**config.mk**
```make
export PLATFORM = sky130hd
export DESIGN_NAME = pipe_addsub_flat
export DESIGN_NICKNAME = d
export VERILOG_FILES = /design/src/rtl/pipe_addsub_pkg.sv /design/src/rtl/pipe_addsub_if.sv /design/src/rtl/pipe_addsub_slice.sv /design/src/rtl/pipe_addsub.sv /design/src/flat_wrapper.sv
export SDC_FILE = /design/constraint.sdc
export NUM_CORES = 1
export LEC_CHECK = 0
export BUFFER_PORTS_ARGS = -buffer_cell sky130_fd_sc_hd__buf_4
export CORE_MARGIN = 1.5
export CORE_UTILIZATION = 45
export CTS_CLUSTER_SIZE = 20
export DETAILED_ROUTE_END_ITERATION = 8
export PLACE_DENSITY = 0.7
export RECOVER_POWER = 25
export REMOVE_ABC_BUFFERS = 1
export SYNTH_ARGS = -nofsm -noshare
export SYNTH_HDL_FRONTEND = slang
export SYNTH_SLANG_ARGS = --single-unit
```
**constraint.sdc**
```tcl
create_clock -name clk -period 5.9 [get_ports clk]
set_input_delay 0.295 -clock clk [delete_from_list [all_inputs] [get_ports clk]]
set_output_delay 0.295 -clock clk [all_outputs]
set_load 0.01 [all_outputs]
```
**src/rtl/pipe_addsub_pkg.sv**
```systemverilog
// Shared constants and helpers for the pipelined add/subtract datapath.
package pipe_addsub_pkg;

  localparam logic MODE_ADD = 1'b0;
  localparam logic MODE_SUB = 1'b1;

  // True when the operand width splits evenly into the requested slice count.
  function automatic bit divides(input int unsigned width, input int unsigned parts);
    return (parts != 0) && ((width % parts) == 0);
  endfunction

endpackage

```
**src/rtl/pipe_addsub_if.sv**
```systemverilog
// Operand/result handshake bundle for pipe_addsub.
interface pipe_addsub_if #(
  parameter int unsigned bits = 32
);
  logic            in_valid;
  logic            in_ready;
  logic [bits-1:0] x;
  logic [bits-1:0] y;
  logic            mode;
  logic            cin;
  logic            out_valid;
  logic            out_ready;
  logic [bits-1:0] sum;
  logic            cout;
  logic            ovf;
  logic            zero;

  modport master (
    output in_valid, x, y, mode, cin, out_ready,
    input  in_ready, out_valid, sum, cout, ovf, zero
  );

  modport slave (
    input  in_valid, x, y, mode, cin, out_ready,
    output in_ready, out_valid, sum, cout, ovf, zero
  );
endinterface

```
**src/rtl/pipe_addsub_slice.sv**
```systemverilog
// Combinational W-bit ripple add/subtract slice.
module addsub_slice
  import pipe_addsub_pkg::*;
#(
  parameter int unsigned W = 8
) (
  input  logic [W-1:0] x,
  input  logic [W-1:0] y,
  input  logic         mode,
  input  logic         cin,
  output logic [W-1:0] sum,
  output logic         cout,
  output logic         c_msb_in
);

  logic [W:0] c;
  logic       ty;

  // Bitwise ripple: operand B is inverted in subtract mode, carry chained upward.
  always_comb begin
    sum  = '0;
    c    = '0;
    ty   = 1'b0;
    c[0] = cin;
    for (int unsigned i = 0; i < W; i++) begin
      ty       = y[i] ^ (mode == MODE_SUB);
      sum[i]   = x[i] ^ ty ^ c[i];
      c[i+1]   = (x[i] & ty) | (x[i] & c[i]) | (ty & c[i]);
    end
  end

  assign cout     = c[W];
  assign c_msb_in = c[W-1];

endmodule

```
**src/rtl/pipe_addsub.sv**
```systemverilog
// Pipelined add/subtract: bits split into stages carry-chained slices,
// one register rank per slice, global-stall valid/ready handshake.
module pipe_addsub
  import pipe_addsub_pkg::*;
#(
  parameter int unsigned bits   = 32,
  parameter int unsigned stages = 4
) (
  input logic          clk,
  input logic          rst_n,
  pipe_addsub_if.slave bus
);

  localparam int unsigned W = bits / stages;

  if (!divides(bits, stages)) begin : g_bad_cfg
    $fatal(1, "pipe_addsub: bits must be a non-zero multiple of stages");
  end

  logic adv;

  // Every rank moves together; a full output that is not taken stalls the pipe.
  assign adv          = !bus.out_valid || bus.out_ready;
  assign bus.in_ready = adv;

  for (genvar k = 0; k < stages; k++) begin : g_st
    // Bits below LO have already been summed by earlier ranks.
    localparam int unsigned LO = k * W;

    logic [W-1:0]      sl_x;
    logic [W-1:0]      sl_y;
    logic              sl_mode;
    logic              sl_cin;
    logic              sl_v;
    logic [W-1:0]      sl_sum;
    logic              sl_cout;
    logic              sl_cmsb;
    logic [LO+W-1:0]   s_d;
    logic [LO+W-1:0]   s_q;
    logic              v_q;
    logic              c_q;

    // Slice operands come straight from the bus for rank 0, else from the
    // skewed operand bits held by the previous rank.
    if (k == 0) begin : g_src
      assign sl_x    = bus.x[W-1:0];
      assign sl_y    = bus.y[W-1:0];
      assign sl_mode = bus.mode;
      assign sl_cin  = bus.cin;
      assign sl_v    = bus.in_valid;
      assign s_d     = sl_sum;
    end else begin : g_src
      assign sl_x    = g_st[k-1].g_fwd.xr_q[W-1:0];
      assign sl_y    = g_st[k-1].g_fwd.yr_q[W-1:0];
      assign sl_mode = g_st[k-1].g_fwd.mode_q;
      assign sl_cin  = g_st[k-1].c_q;
      assign sl_v    = g_st[k-1].v_q;
      assign s_d     = {sl_sum, g_st[k-1].s_q};
    end

    addsub_slice #(.W(W)) u_slice (
      .x        (sl_x),
      .y        (sl_y),
      .mode     (sl_mode),
      .cin      (sl_cin),
      .sum      (sl_sum),
      .cout     (sl_cout),
      .c_msb_in (sl_cmsb)
    );

    // Rank register: valid, slice carry-out and accumulated low sum bits.
    always_ff @(posedge clk) begin
      if (!rst_n) begin
        v_q <= 1'b0;
        c_q <= 1'b0;
        s_q <= '0;
      end else if (adv) begin
        v_q <= sl_v;
        c_q <= sl_cout;
        s_q <= s_d;
      end
    end

    if (k < stages - 1) begin : g_fwd
      // Operand bits not yet consumed travel alongside the partial sum.
      localparam int unsigned REM = bits - LO - W;

      logic [REM-1:0] xr_d;
      logic [REM-1:0] yr_d;
      logic [REM-1:0] xr_q;
      logic [REM-1:0] yr_q;
      logic           mode_q;

      if (k == 0) begin : g_skew
        assign xr_d = bus.x[bits-1:W];
        assign yr_d = bus.y[bits-1:W];
      end else begin : g_skew
        assign xr_d = g_st[k-1].g_fwd.xr_q[REM+W-1:W];
        assign yr_d = g_st[k-1].g_fwd.yr_q[REM+W-1:W];
      end

      // Skewed operand register for the remaining upper slices.
      always_ff @(posedge clk) begin
        if (!rst_n) begin
          xr_q   <= '0;
          yr_q   <= '0;
          mode_q <= 1'b0;
        end else if (adv) begin
          xr_q   <= xr_d;
          yr_q   <= yr_d;
          mode_q <= sl_mode;
        end
      end
    end else begin : g_out
      logic ovf_q;
      logic zero_q;

      // Flags of the completed sum, registered with the final rank.
      always_ff @(posedge clk) begin
        if (!rst_n) begin
          ovf_q  <= 1'b0;
          zero_q <= 1'b0;
        end else if (adv) begin
          ovf_q  <= sl_cmsb ^ sl_cout;
          zero_q <= (s_d == '0);
        end
      end

      assign bus.out_valid = v_q;
      assign bus.sum       = s_q;
      assign bus.cout      = c_q;
      assign bus.ovf       = ovf_q;
      assign bus.zero      = zero_q;
    end
  end

endmodule
```
**src/flat_wrapper.sv**
```systemverilog
// flat-port wrapper written by rule: the top's interface ports become plain ports
module pipe_addsub_flat import pipe_addsub_pkg::*;
#(
  parameter int unsigned bits   = 32,
  parameter int unsigned stages = 4
)
  (clk, rst_n, bus_in_valid, bus_x, bus_y, bus_mode, bus_cin, bus_out_ready, bus_in_ready, bus_out_valid, bus_sum, bus_cout, bus_ovf, bus_zero);
  pipe_addsub_if #(.bits(bits)) bus_i ();
  input logic clk;
  input logic rst_n;
  input wire logic [$bits(bus_i.in_valid)-1:0] bus_in_valid;
  input wire logic [$bits(bus_i.x)-1:0] bus_x;
  input wire logic [$bits(bus_i.y)-1:0] bus_y;
  input wire logic [$bits(bus_i.mode)-1:0] bus_mode;
  input wire logic [$bits(bus_i.cin)-1:0] bus_cin;
  input wire logic [$bits(bus_i.out_ready)-1:0] bus_out_ready;
  output wire logic [$bits(bus_i.in_ready)-1:0] bus_in_ready;
  output wire logic [$bits(bus_i.out_valid)-1:0] bus_out_valid;
  output wire logic [$bits(bus_i.sum)-1:0] bus_sum;
  output wire logic [$bits(bus_i.cout)-1:0] bus_cout;
  output wire logic [$bits(bus_i.ovf)-1:0] bus_ovf;
  output wire logic [$bits(bus_i.zero)-1:0] bus_zero;
  assign bus_i.in_valid = bus_in_valid;
  assign bus_i.x = bus_x;
  assign bus_i.y = bus_y;
  assign bus_i.mode = bus_mode;
  assign bus_i.cin = bus_cin;
  assign bus_i.out_ready = bus_out_ready;
  assign bus_in_ready = bus_i.in_ready;
  assign bus_out_valid = bus_i.out_valid;
  assign bus_sum = bus_i.sum;
  assign bus_cout = bus_i.cout;
  assign bus_ovf = bus_i.ovf;
  assign bus_zero = bus_i.zero;
  pipe_addsub #(.bits(bits), .stages(stages)) u_core (.clk(clk), .rst_n(rst_n), .bus(bus_i));
endmodule
```
* Yosys cells after proc, flatten, opt, wreduce, memory -nomap -nowiden
Index checks and enable logic that the tools add are counted.
Word-level totals: register bits after elaboration 189, word-level logic and storage cells 283, input port bits 70, output and inout bits 37
Operators by class: bitwise logic cells 257, reduce and logical (&&, ||, !) cells 3
Operator list (count):
- 1-bit bitwise XOR | 97
- 1-bit bitwise AND | 96
- 1-bit OR | 64
- 32-bit zero test | 1
- 1-bit zero test | 1
- 1-bit logical OR | 1

* Logic depth before layout (Yosys ltp)
Gate-level depths: netlist of run 1.
depth after elaboration 26, depth in mapped cells 15, depth with buffers taken out 14

* Hierarchy
A second synthesis of run 1 with hierarchy kept.
Unflattened totals: cell total of the unflattened synthesis 963, area total of the unflattened synthesis 8356.8 um^2
By module, submodules not included:
- pipe_addsub | times used 1, seq. area each 3783.6 um^2, cells an instance 829, area each 7088.0 um^2
- addsub_slice (u_core.g_st[0].u_slice ...) | times used 3, seq. area each 0.0 um^2, cells an instance 34, area each 319.1 um^2
- addsub_slice (u_core.g_st[1].u_slice) | times used 1, seq. area each 0.0 um^2, cells an instance 32, area each 311.5 um^2

* Least setup slack after synthesis of run 1
OpenSTA, ideal clock, no wires.
path type reg2reg, start register u_core.g_st[2].g_fwd.mode_q, end register u_core.g_st[3].g_out.zero_q, in the netlist u_core.bus.zero, library setup time 0.087 ns, stages on the path, launching flop included 16, data required time 5.813 ns, period minus slack after synthesis 4.311 ns, path buffers 1, setup slack 1.589 ns, data arrival time 4.224 ns, path through dfxtp_1 buf_2 xor2_1 fa_1 fa_1 inv_1 fa_1 fa_1 fa_1 fa_1 fa_1 inv_1 fa_1 nor4_1 nand3_1 o31ai_1
Between the ends: word-level cells in the longest chain between the ends 24, elaborated cells between the ends (all ways) 59, classes of those cells bitwise: 58; reduce/logical: 1
Ends and longest elaborated chain:
- start, declared | RTL line pipe_addsub.sv:92 | logic mode_q;
- start signal, assigned | RTL line pipe_addsub.sv:111 | mode_q <= sl_mode;
- 1-bit bitwise XOR | RTL line pipe_addsub_slice.sv:26 | ty = y[i] ^ (mode == MODE_SUB);
- 1-bit bitwise AND | RTL line pipe_addsub_slice.sv:28 | c[i+1] = (x[i] & ty) | (x[i] & c[i]) | (ty & c[i]);
- 1-bit OR (2 in a row) | RTL line pipe_addsub_slice.sv:28
- 1-bit bitwise AND | RTL line pipe_addsub_slice.sv:28
- 1-bit OR (2 in a row) | RTL line pipe_addsub_slice.sv:28
- 1-bit bitwise AND | RTL line pipe_addsub_slice.sv:28
- 1-bit OR (2 in a row) | RTL line pipe_addsub_slice.sv:28
- 1-bit bitwise AND | RTL line pipe_addsub_slice.sv:28
- (+3 left out)
- 1-bit OR (2 in a row) | RTL line pipe_addsub_slice.sv:28
- 1-bit bitwise AND | RTL line pipe_addsub_slice.sv:28
- 1-bit OR (2 in a row) | RTL line pipe_addsub_slice.sv:28
- 1-bit bitwise AND | RTL line pipe_addsub_slice.sv:28
- 1-bit OR (2 in a row) | RTL line pipe_addsub_slice.sv:28
- 1-bit bitwise XOR * | RTL line pipe_addsub_slice.sv:27 | sum[i] = x[i] ^ ty ^ c[i];
- net u_core.g_st[3].sl_sum[7] | RTL line pipe_addsub.sv:35 | logic [W-1:0] sl_sum;
- 32-bit zero test * | RTL line pipe_addsub.sv:125 | zero_q <= (s_d == '0);
- end signal, assigned | RTL line pipe_addsub.sv:125
- end, declared | RTL line pipe_addsub.sv:116 | logic zero_q;
The timed path passes the listed nets; every way through them passes the cells marked *. A chain may end at the register's enable or synchronous reset.

* Worst setup path in the final report of run 1
Ends and elaborated chain as after synthesis.

==> results.yml, run 1 <==
outcome:
  outcome: "completed"
worst_setup_path:
  rr_endpoint: "u_core.bus.zero$_SDFFE_PN0P_"
  critPathMaxStageDelay_ns: 0.61
  path_delay_family: "adder cells"
  worstReg2RegStart: "u_core.g_st[2].g_fwd.mode_q$_SDFFE_PN0P_"
  critPathSlowestCell: "dfxtp_1"
  worstPathRequired_ns: 6.24
  worstSetupPathType: "register to register"
  worstRegToRegCells: 14
  cp.depth: 14
  crit_fanout: 9
  worst_path_most_repeated_cell: "fa_1"
  path_cells: "xor2_1 -> fa_1 -> fa_1 -> inv_1 -> fa_1 -> fa_1 -> fa_1 -> fa_1 -> fa_1 -> inv_1 -> fa_1 -> nor4_1 -> nand3_1 -> o31ai_1"
  cp.arrival_ns: 5.01
  crit_path_start_kind: "register"
  r2r_slack_ns: 1.23
  cp_num_buf_inv: 2
  cp-end-kind: "register"
timing:
  fin_setup_tns_ns: 0
  tightest_slew_ns: 1.04
  fin_crit_sh_pct: 79.2
  hold_violations: 0
  rsz0062_at_grt: "no"
  setup_viol: 0
  worst_slack_ns: 1.23
  period_needed_ns: 4.67
  report.final.slew_viol_count: 0
  max_freq_ghz: 0.214
  skew_ns: 0.00577
  timing.slew.headroom_pct: 30.8
drt:
  ant_nets: 0
  drt_drc_violations_left: 0
  drt-pass1-iter-count: 6
  vias: 5870
  vias_per_cell: 4.86
  drt_iter0_markers: 345
  routed_wl_mm: 15.4
  routedWlPerCell_microns: 12.7
placed_design:
  dp_hpwl_mm: 9.61
  place_congestion: 0.717
  port_buffers: 106
  place_ws_ns: 1.24
cts:
  cts_num_sinks: 189
  htreeDepth: 4
  insertion_delay_ns: 0.43
  cts.path.max_buffers: 2
  cts_resized: 0
  cts_tree: "yes"
  post_cts_buffers: 0
  path_clk_slew_ns: 0.07
  postCtsHoldBufs: 0
  cts_root_buf: "clkbuf_16"
  cts_buffers: 17
min_path:
  min_path_cells: 3
  holdPathEnd: "u_core.g_st[0].g_fwd.xr_q[21]$_SDFFE_PN0P_"
  hold_start: "bus_x[29]"
  hold_path_class: "input port to register"
final_layout:
  syn_to_final_growth_pct: 13.7
  multi_input_area_sq_um: 3810
  regArea_sq_um: 3780
  mostFrequentLayoutCell: "nand2_1"
  nNetsFinal: 1071
  n_antenna_cell: 0
  drive_above_1_share_pct: 10.8
  final_cell_mix: "nand2_1 (351), dfxtp_1 (189), a21boi_1 (131)"
  fillers: 1759
job:
  maxCapViolations: 0
global_routing:
  grt_max_degree: 154
  grt_pass1_vias: 5347
  grt_pass1_wl_mm: 25.5
  grt_use_total_pct: 17.0
  grt_antenna_before_repair: 0
  grt.overflow.total: 0
floorplan:
  die_area_sq_um: 19000
  start_util_pct: 45.8
  ios: 107
  core_area_sq_um: 17900
  die_h_microns: 138
  std_cell_rows: 49
  die_w_microns: 138
power:
  p_per_area_nw_per_um2: 310
  vdd_drop_max_uv: 211
  p_leak_uw: 0.00389
  combPwrFrac_pct: 9.9
  p_switching_uw: 674
  seq_power_share_pct: 48.9
  power.internal_uw: 2210
  clockPowerShare_pct: 41.2
  switching_share_pct: 23.3
logic_synthesis:
  ys_ff_latch: 189
  seq_area_frac_synth_pct: 46.2
  ys.warnings.count: 0
  synth_area_sq_um: 8190
  netlist_instances: 907
  netlist-cell-type-count: 25
  synth.avg_cell_area_sq_um: 9.03
==> how the worst max path moves through the flow <==
stage	start	to	slack, ns
floorplan	u_core.g_st[2].g_fwd.mode_q$_SDFFE_PN0P_	u_core.bus.zero$_SDFFE_PN0P_	1.54
global placement	u_core.g_st[2].g_fwd.mode_q$_SDFFE_PN0P_	u_core.bus.zero$_SDFFE_PN0P_	1.37
detailed placement	u_core.g_st[2].g_fwd.mode_q$_SDFFE_PN0P_	u_core.bus.zero$_SDFFE_PN0P_	1.24
CTS	u_core.g_st[2].g_fwd.mode_q$_SDFFE_PN0P_	u_core.bus.zero$_SDFFE_PN0P_	1.17
global route	u_core.g_st[2].g_fwd.mode_q$_SDFFE_PN0P_	u_core.bus.zero$_SDFFE_PN0P_	0.94
finish	u_core.g_st[2].g_fwd.mode_q$_SDFFE_PN0P_	u_core.bus.zero$_SDFFE_PN0P_	1.23
==> stage by stage <==
step | std cells | area, sq um | hold WS (ns) | total power [uW] | util, %
floorplan | 840 | 7720 | 0.413 | 1610 | -
global placement | 1179 | 8840 | 0.438 | 1740 | 49.4
detailed placement | 1179 | 8840 | 0.443 | 1750 | 49.4
CTS | 1209 | 9450 | 0.0940 | 2940 | 52.8
global route | 1209 | 9310 | 0.104 | 3030 | 52.0
finish | 1209 | 9310 | 0.113 | 2890 | 52.0
==> synthesized netlist by cell type <==
| cell | n | area (sq um) |
|---|---|---|
| a21boi_0 | 17 | 128 |
| a21boi_1 | 147 | 1100 |
| and4_1 | 1 | 8.76 |
| buf_2 | 22 | 110 |
| buf_4 | 3 | 22.5 |
| buf_6 | 22 | 248 |
| buf_8 | 1 | 15.0 |
| clkbuf_1 | 19 | 71.3 |
| dfxtp_1 | 189 | 3780 |
| fa_1 | 32 | 641 |
| inv_1 | 31 | 116 |
| inv_4 | 1 | 6.26 |
| nand2_1 | 351 | 1320 |
| nand3_1 | 3 | 15.0 |
| nand4_1 | 1 | 6.26 |
| nor2_1 | 1 | 3.75 |
| nor2b_4 | 1 | 13.8 |
| nor3_1 | 1 | 5.00 |
| nor4_1 | 5 | 31.3 |
| nor4bb_1 | 1 | 10.0 |
| o211a_1 | 23 | 230 |
| o21a_1 | 1 | 7.51 |
| o31ai_1 | 1 | 7.51 |
| xnor2_1 | 24 | 210 |
| xor2_1 | 9 | 78.8 |
==> flip-flops by register name (all words and copies together) (netlist names) <==
name / cells
u_core.g_st.s_q: 48
u_core.bus.cout: 1
u_core.bus.sum: 32
u_core.g_st.g_fwd.xr_q: 48
u_core.bus.zero: 1
u_core.g_st.g_fwd.mode_q: 3
u_core.g_st.c_q: 3
u_core.bus.ovf: 1
u_core.bus.out_valid: 1
u_core.g_st.v_q: 3
u_core.g_st.g_fwd.yr_q: 48
==> power groups by stage <==
stage	clock network, uW	logic (uW)	registers [uW]
finish	1190	286	1410
global route	1270	332	1420
CTS	1220	305	1410
detailed placement	0	303	1440
global placement	0	298	1440
floorplan	0	179	1430
==> worst reg2reg max path, delay by kind of cell, from the launching register on <==
kind | cells | cell delay, ns
flip-flops | 1 | 0.61
XOR/XNOR | 1 | 0.25
buffers and inverters | 2 | 0.15
AO/OA/AOI/OAI | 1 | 0.19
adder cells (fa/ha/maj) | 8 | 3.00
AND/OR/NAND/NOR | 2 | 0.38
==> cells by family (layout without fill, tap and decap cells) <==
group	Yosys count	after routing	share of synthesized area (%)
AND/OR/NAND/NOR	365	365	17.2
flip-flops	189	189	46.2
adder cells (fa/ha/maj)	32	32	7.82
XOR/XNOR	33	33	3.53
AO/OA/AOI/OAI	189	189	18.0
buffers and inverters	99	172	7.20
==> layer usage <==
layer / part of all wire [%] / wire, microns / GRT usage, % / vias to the layer above
met5: 0 / 0 / 0 / -
met2: 45 / 7000 / 26.5 / 108
met1: 49 / 7570 / 23.6 / 2731
met4: 1.4 / 218 / 6.08 / 0
met3: 3.9 / 603 / 3.44 / 18
li1: - / - / - / 3013
==> area by class of cell <==
cell class                 count  area share, %
multi-input combinational    619           40.9
inverter                      32           1.34
sequential                   189           40.6
tap                          229           3.08
clock inverter                 9           1.44
clock buffer                  21           5.16
timing repair buffer         110           7.42
Power figures use the tool's default switching activity.
==> run 2, diff against run 1 <==
clock period = 4.7 ns   (was 5.9 ns; I/O delays follow)
==> run 2 against run 1 <==
The flow now finishes with violations (max-capacitance violations, max-slew violations); register-to-register slack worse by 0.85 ns; cell count rose by 0.50%; combinational power increased by 30%; sequential share of layout area fell by 0.082 points; flip-flop and latch count unchanged; cell area grew 0.20%; wire length up 0.77%; worst setup slack lost 0.85 ns; clock skew is 0.0055 ns higher; maximum frequency is 8.2% higher; sequential power rose by 26%; critical endpoint unchanged; largest power group unchanged.
==> results.yml, run 2 (synthesis gave the netlist of run 1 again) <==
worst_setup_path:
  cp.arrival_ns: 4.66
  worstPathRequired_ns: 5.04
  worstSetupPathType: "register to register"
  cp-end-kind: "register"
  crit_start: "u_core.g_st[2].g_fwd.mode_q$_SDFFE_PN0P_"
  worstReg2RegStart: "u_core.g_st[2].g_fwd.mode_q$_SDFFE_PN0P_"
  crit_path_start_kind: "register"
  crit_fanout: 2
placed_design:
  dp_hpwl_mm: 9.76
  place_congestion: 0.713
  port_buffers: 106
  post_dp_cell_area_sq_um: 8870
final_layout:
  final_cell_mix: "nand2_1 (351), dfxtp_1 (189), a21boi_1 (133)"
  reg_top3: "u_core.g_st.g_fwd.xr_q (48), u_core.g_st.g_fwd.yr_q (48), u_core.g_st.s_q (48)"
  syn_to_final_growth_pct: 13.9
  multi_input_area_sq_um: 3810
  fillers: 1746
  nNetsFinal: 1075
  n_antenna_cell: 0
  fin_area_sq_um: 9330
  mostFrequentLayoutCell: "nand2_1"
  drive_above_1_share_pct: 11.0
  regArea_sq_um: 3780
power:
  vdd_drop_max_uv: 261
  p_switching_uw: 873
  combPwrFrac_pct: 10.2
  switching_share_pct: 24.0
  clockPowerShare_pct: 41.2
  seq_power_share_pct: 48.6
  power.internal_uw: 2770
  p_leak_uw: 0.00390
  p_per_area_nw_per_um2: 390
cts:
  cts_tree: "yes"
  cts_num_sinks: 189
  cts_resized: 0
  htreeDepth: 4
  cts_buffers: 17
  postCtsHoldBufs: 0
  insertion_delay_ns: 0.43
  post_cts_buffers: 0
  path_clk_slew_ns: 0.07
  cts.path.max_buffers: 2
  cts_root_buf: "clkbuf_16"
floorplan:
  die_w_microns: 138
  die_area_sq_um: 19000
  std_cell_rows: 49
  start_util_pct: 45.8
  ios: 107
  core_area_sq_um: 17900
  die_h_microns: 138
global_routing:
  grt.overflow.total: 0
  grt_pass1_wl_mm: 25.9
  grt_antenna_before_repair: 0
  grt_max_degree: 135
  grt_pass1_vias: 5466
  grt_use_total_pct: 17.4
drt:
  route.met2.wl_mm: 7.13
  drt_iter0_markers: 341
  drt_drc_violations_left: 0
  routedWlPerCell_microns: 12.8
  drt-pass1-iter-count: 6
  routed_wl_mm: 15.5
  vias: 5882
  ant_nets: 0
  vias_per_cell: 4.84
  wl_met3_microns: 655
  top_layer_used: "met4"
  drt-met1-wl_mm: 7.48
timing:
  fin_crit_sh_pct: 91.9
  rsz0062_at_grt: "no"
  timing.slew.headroom_pct: -133
  report.final.slew_viol_count: 188
  fin_setup_tns_ns: 0
  hold_violations: 0
  max_freq_ghz: 0.232
  setup_viol: 0
  period_needed_ns: 4.32
  skew_ns: 0.0112
  tightest_slew_ns: 3.50
job:
  maxCapViolations: 2
min_path:
  hold_path_class: "input port to register"
  hold_start: "bus_y[12]"
outcome:
  outcome: "finished, violations left"
  violations: "max-capacitance violations, max-slew violations"
run 2: stage by stage:
step	instances	utilization (%)	total power, uW	hold slack (ns)	setup slack [ns]
floorplan	840	-	2030	0.353	0.337
global placement	1183	49.5	2180	0.438	0.476
detailed placement	1183	49.5	2190	0.442	0.352
CTS	1215	53.0	3690	0.0304	0.330
global route	1215	52.1	3830	0.0360	0.0796
finish	1215	52.1	3640	0.0457	0.383
run 2: layout make-up:
type	count	share of cell area, %
multi-input cells	619	40.8
repair buffers	114	7.63
clock buffers	21	4.93
well taps	229	3.07
inverters	32	1.34
clock inverters	11	1.65
flip-flops and latches	189	40.5
run 2: worst paths after layout:
check / slack [ns] / to / cells past startpoint
setup reg to reg: 0.38 / u_core.bus.zero$_SDFFE_PN0P_ / 14
hold reg to reg: 0.45 / u_core.bus.sum[4]$_SDFFE_PN0P_ / 2
setup / recovery: 0.38 / u_core.bus.zero$_SDFFE_PN0P_ / 14
hold / removal: 0.05 / u_core.g_st[0].g_fwd.yr_q[4]$_SDFFE_PN0P_ / 3
run 2: layer usage:
layer | global-route usage, % | up-vias
li1 | - | 3025
met1 | 23.4 | 2735
met2 | 27.5 | 104
met3 | 3.58 | 18
met4 | 6.42 | 0
met5 | 0 | -
run 2: critical path, stage by stage (launching register included):
cell,delay [ns]
dfxtp_1,0.35
xor2_1,0.22
fa_1,0.24
fa_1,0.17
inv_1,0.05
fa_1,0.42
fa_1,0.43
fa_1,0.42
fa_1,0.43
fa_1,0.43
inv_1,0.09
fa_1,0.43
nor4_1,0.25
nand3_1,0.11
o31ai_1,0.19
run 2: power by group through the flow:
stage / clock, uW / combinational (uW) / sequential (uW)
after floorplan: 0 / 225 / 1800
after global placement: 0 / 377 / 1800
after detailed placement: 0 / 383 / 1810
after CTS: 1530 / 388 / 1770
after global routing: 1620 / 429 / 1780
final: 1500 / 371 / 1770
==> run 3, diff against run 2 <==
CORE_UTILIZATION = 50   (was 45)
HOLD_SLACK_MARGIN = 0.06   (was unset)
PLACE_DENSITY = 0.76   (was 0.7)
RECOVER_POWER = 50   (was 25)
==> run 3 against run 2 <==
The flow still finishes with violations (max-capacitance violations, max-slew violations); register-to-register slack about the same; sequential power about the same; critical path depth unchanged; clock power decreased by 9%; largest power group unchanged; maximum frequency about the same.
==> results.yml, run 3 (synthesis gave the netlist of run 1 again) <==
outcome:
  outcome: "finished, violations left"
  violations: "max-capacitance violations, max-slew violations"
timing:
  fin_crit_sh_pct: 91.9
  hold_violations: 0
  setup_viol: 0
  fin_setup_tns_ns: 0
  rsz0062_at_grt: "no"
  timing.slew.headroom_pct: -98.5
  skew_ns: 0.00763
  report.final.slew_viol_count: 273
  period_needed_ns: 4.32
  max_freq_ghz: 0.232
  tightest_slew_ns: 2.98
placed_design:
  dp_hpwl_mm: 9.59
  place_congestion: 0.727
  port_buffers: 106
global_routing:
  grt_pass1_vias: 5819
  gr-max-usage-layer: "met2"
  use_met1_pct: 25.3
  grt_antenna_before_repair: 0
  grt_use_total_pct: 19.8
  grt_use_met3_pct: 4.11
  grt_max_degree: 145
  use_met2_pct: 33.5
  grt_pass1_wl_mm: 26.8
  grt.overflow.total: 0
power:
  p_switching_uw: 827
  combPwrFrac_pct: 11.1
  seq_power_share_pct: 50.3
  p_leak_uw: 0.00401
  power.internal_uw: 2690
  vdd_drop_max_uv: 276
  clockPowerShare_pct: 38.6
  finalPower_uw: 3520
  switching_share_pct: 23.5
  p_per_area_nw_per_um2: 365
cts:
  htreeDepth: 4
  post_cts_buffers: 0
  cts_num_sinks: 189
  cts.path.max_buffers: 2
  path_clk_slew_ns: 0.06
  cts_buffers: 17
  cts_root_buf: "clkbuf_16"
  insertion_delay_ns: 0.42
  cts_tree: "yes"
final_layout:
  mostFrequentLayoutCell: "nand2_1"
  final_cell_mix: "nand2_1 (351), dfxtp_1 (189), a21boi_1 (90)"
  reg_top3: "u_core.g_st.g_fwd.xr_q (48), u_core.g_st.g_fwd.yr_q (48), u_core.g_st.s_q (48)"
  fillers: 1461
  n_antenna_cell: 0
  regArea_sq_um: 3780
  multi_input_area_sq_um: 3810
  drive_above_1_share_pct: 10.3
  syn_to_final_growth_pct: 17.6
  nNetsFinal: 1113
min_path:
  min_path_cells: 3
  hold_path_class: "input port to register"
  holdPathEnd: "u_core.g_st[0].g_fwd.xr_q[16]$_SDFFE_PN0P_"
  hold_start: "bus_x[24]"
drt:
  vias_per_cell: 4.88
  drt_iter0_markers: 370
  drt-pass1-iter-count: 4
  drt_drc_violations_left: 0
  vias: 6037
  routed_wl_mm: 15.8
  ant_nets: 0
  routedWlPerCell_microns: 12.8
worst_setup_path:
  worstSetupPathType: "register to register"
  cp-end-kind: "register"
  worstReg2RegStart: "u_core.g_st[2].g_fwd.yr_q[0]$_SDFFE_PN0P_"
  crit_fanout: 2
  worstPathRequired_ns: 5.03
  rr_endpoint: "u_core.bus.zero$_SDFFE_PN0P_"
  worstRegToRegCells: 14
  cp.arrival_ns: 4.65
  r2r_slack_ns: 0.38
  crit_path_start_kind: "register"
floorplan:
  die_h_microns: 131
  die_area_sq_um: 17200
  std_cell_rows: 46
  core_area_sq_um: 15900
  die_w_microns: 131
  start_util_pct: 51.4
  ios: 107
job:
  maxCapViolations: 3
run 3: changes by cell type in the layout (fill, tap and decap cells not counted), sizes merged:
cell,before,now
dlygate4sd3,0,38
inv,36,32
clkbuf,60,63
bufinv,3,1
clkinv,2,4
clkinvlp,2,1
run 3: final cells by class:
| cell class | count | share of cell area [%] |
|---|---|---|
| Multi-Input combinational cell | 619 | 39.5 |
| Sequential cell | 189 | 39.3 |
| Timing Repair Buffer | 152 | 11.3 |
| Clock buffer | 24 | 5.10 |
| Tap cell | 216 | 2.81 |
| Inverter | 32 | 1.30 |
| Clock inverter | 6 | 0.636 |
run 3: power groups by stage:
stage          logic (uW)  registers, uW  clock network, uW
2_1_floorplan         225           1800                  0
3_3_place_gp          375           1800                  0
3_5_place_dp          382           1810                  0
4_1_cts               411           1770               1390
5_1_grt               450           1780               1460
6_report              392           1770               1360
run 3: critical path, cell delays in order (launching register included):
cell     delay, ns
dfxtp_1       0.35
xor2_1        0.21
fa_1          0.24
fa_1          0.17
inv_1         0.05
fa_1          0.41
fa_1          0.43
fa_1          0.42
fa_1          0.42
fa_1          0.44
inv_1         0.09
fa_1          0.43
nor4_1        0.25
nand3_1       0.12
o31ai_1       0.19
run 3: worst max-delay path by stage:
stage | depth (start not counted) | from | slack, ns | endpoint
2_1_floorplan | 14 | u_core.g_st[2].g_fwd.mode_q$_SDFFE_PN0P_ | 0.34 | u_core.bus.zero$_SDFFE_PN0P_
3_3_place_gp | 14 | u_core.g_st[2].g_fwd.yr_q[0]$_SDFFE_PN0P_ | 0.47 | u_core.bus.zero$_SDFFE_PN0P_
3_5_place_dp | 14 | u_core.g_st[2].g_fwd.yr_q[0]$_SDFFE_PN0P_ | 0.37 | u_core.bus.zero$_SDFFE_PN0P_
4_1_cts | 14 | u_core.g_st[2].g_fwd.yr_q[0]$_SDFFE_PN0P_ | 0.35 | u_core.bus.zero$_SDFFE_PN0P_
5_1_grt | 14 | u_core.g_st[2].g_fwd.mode_q$_SDFFE_PN0P_ | 0.0009 | u_core.bus.zero$_SDFFE_PN0P_
6_report | 14 | u_core.g_st[2].g_fwd.yr_q[0]$_SDFFE_PN0P_ | 0.38 | u_core.bus.zero$_SDFFE_PN0P_
run 3: repair_timing:
item                                   CTS  global route
endpoints found under the hold margin   38             0
hold buffers                            38             0
gates resized for setup                  0             0
run 3: per-layer routing:
| metal | routed length, microns | part of all wire, % |
|---|---|---|
| met2 | 7540 | 48 |
| met5 | 0 | 0 |
| met4 | 231 | 1.5 |
| met3 | 604 | 3.8 |
| met1 | 7460 | 47 |
run 3: stage by stage:
| stage | utilization, % | hold slack [ns] | worst slack, ns | cells | cell area (sq um) |
|---|---|---|---|---|---|
| global route | 60.4 | 0.0700 | 0.000890 | 1238 | 9630 |
| CTS | 61.4 | 0.0607 | 0.347 | 1238 | 9790 |
| finish | 60.4 | 0.0767 | 0.383 | 1238 | 9630 |
| floorplan | - | 0.353 | 0.337 | 840 | 7720 |
| detailed placement | 55.5 | 0.443 | 0.375 | 1170 | 8850 |
| global placement | 55.5 | 0.437 | 0.474 | 1170 | 8850 |
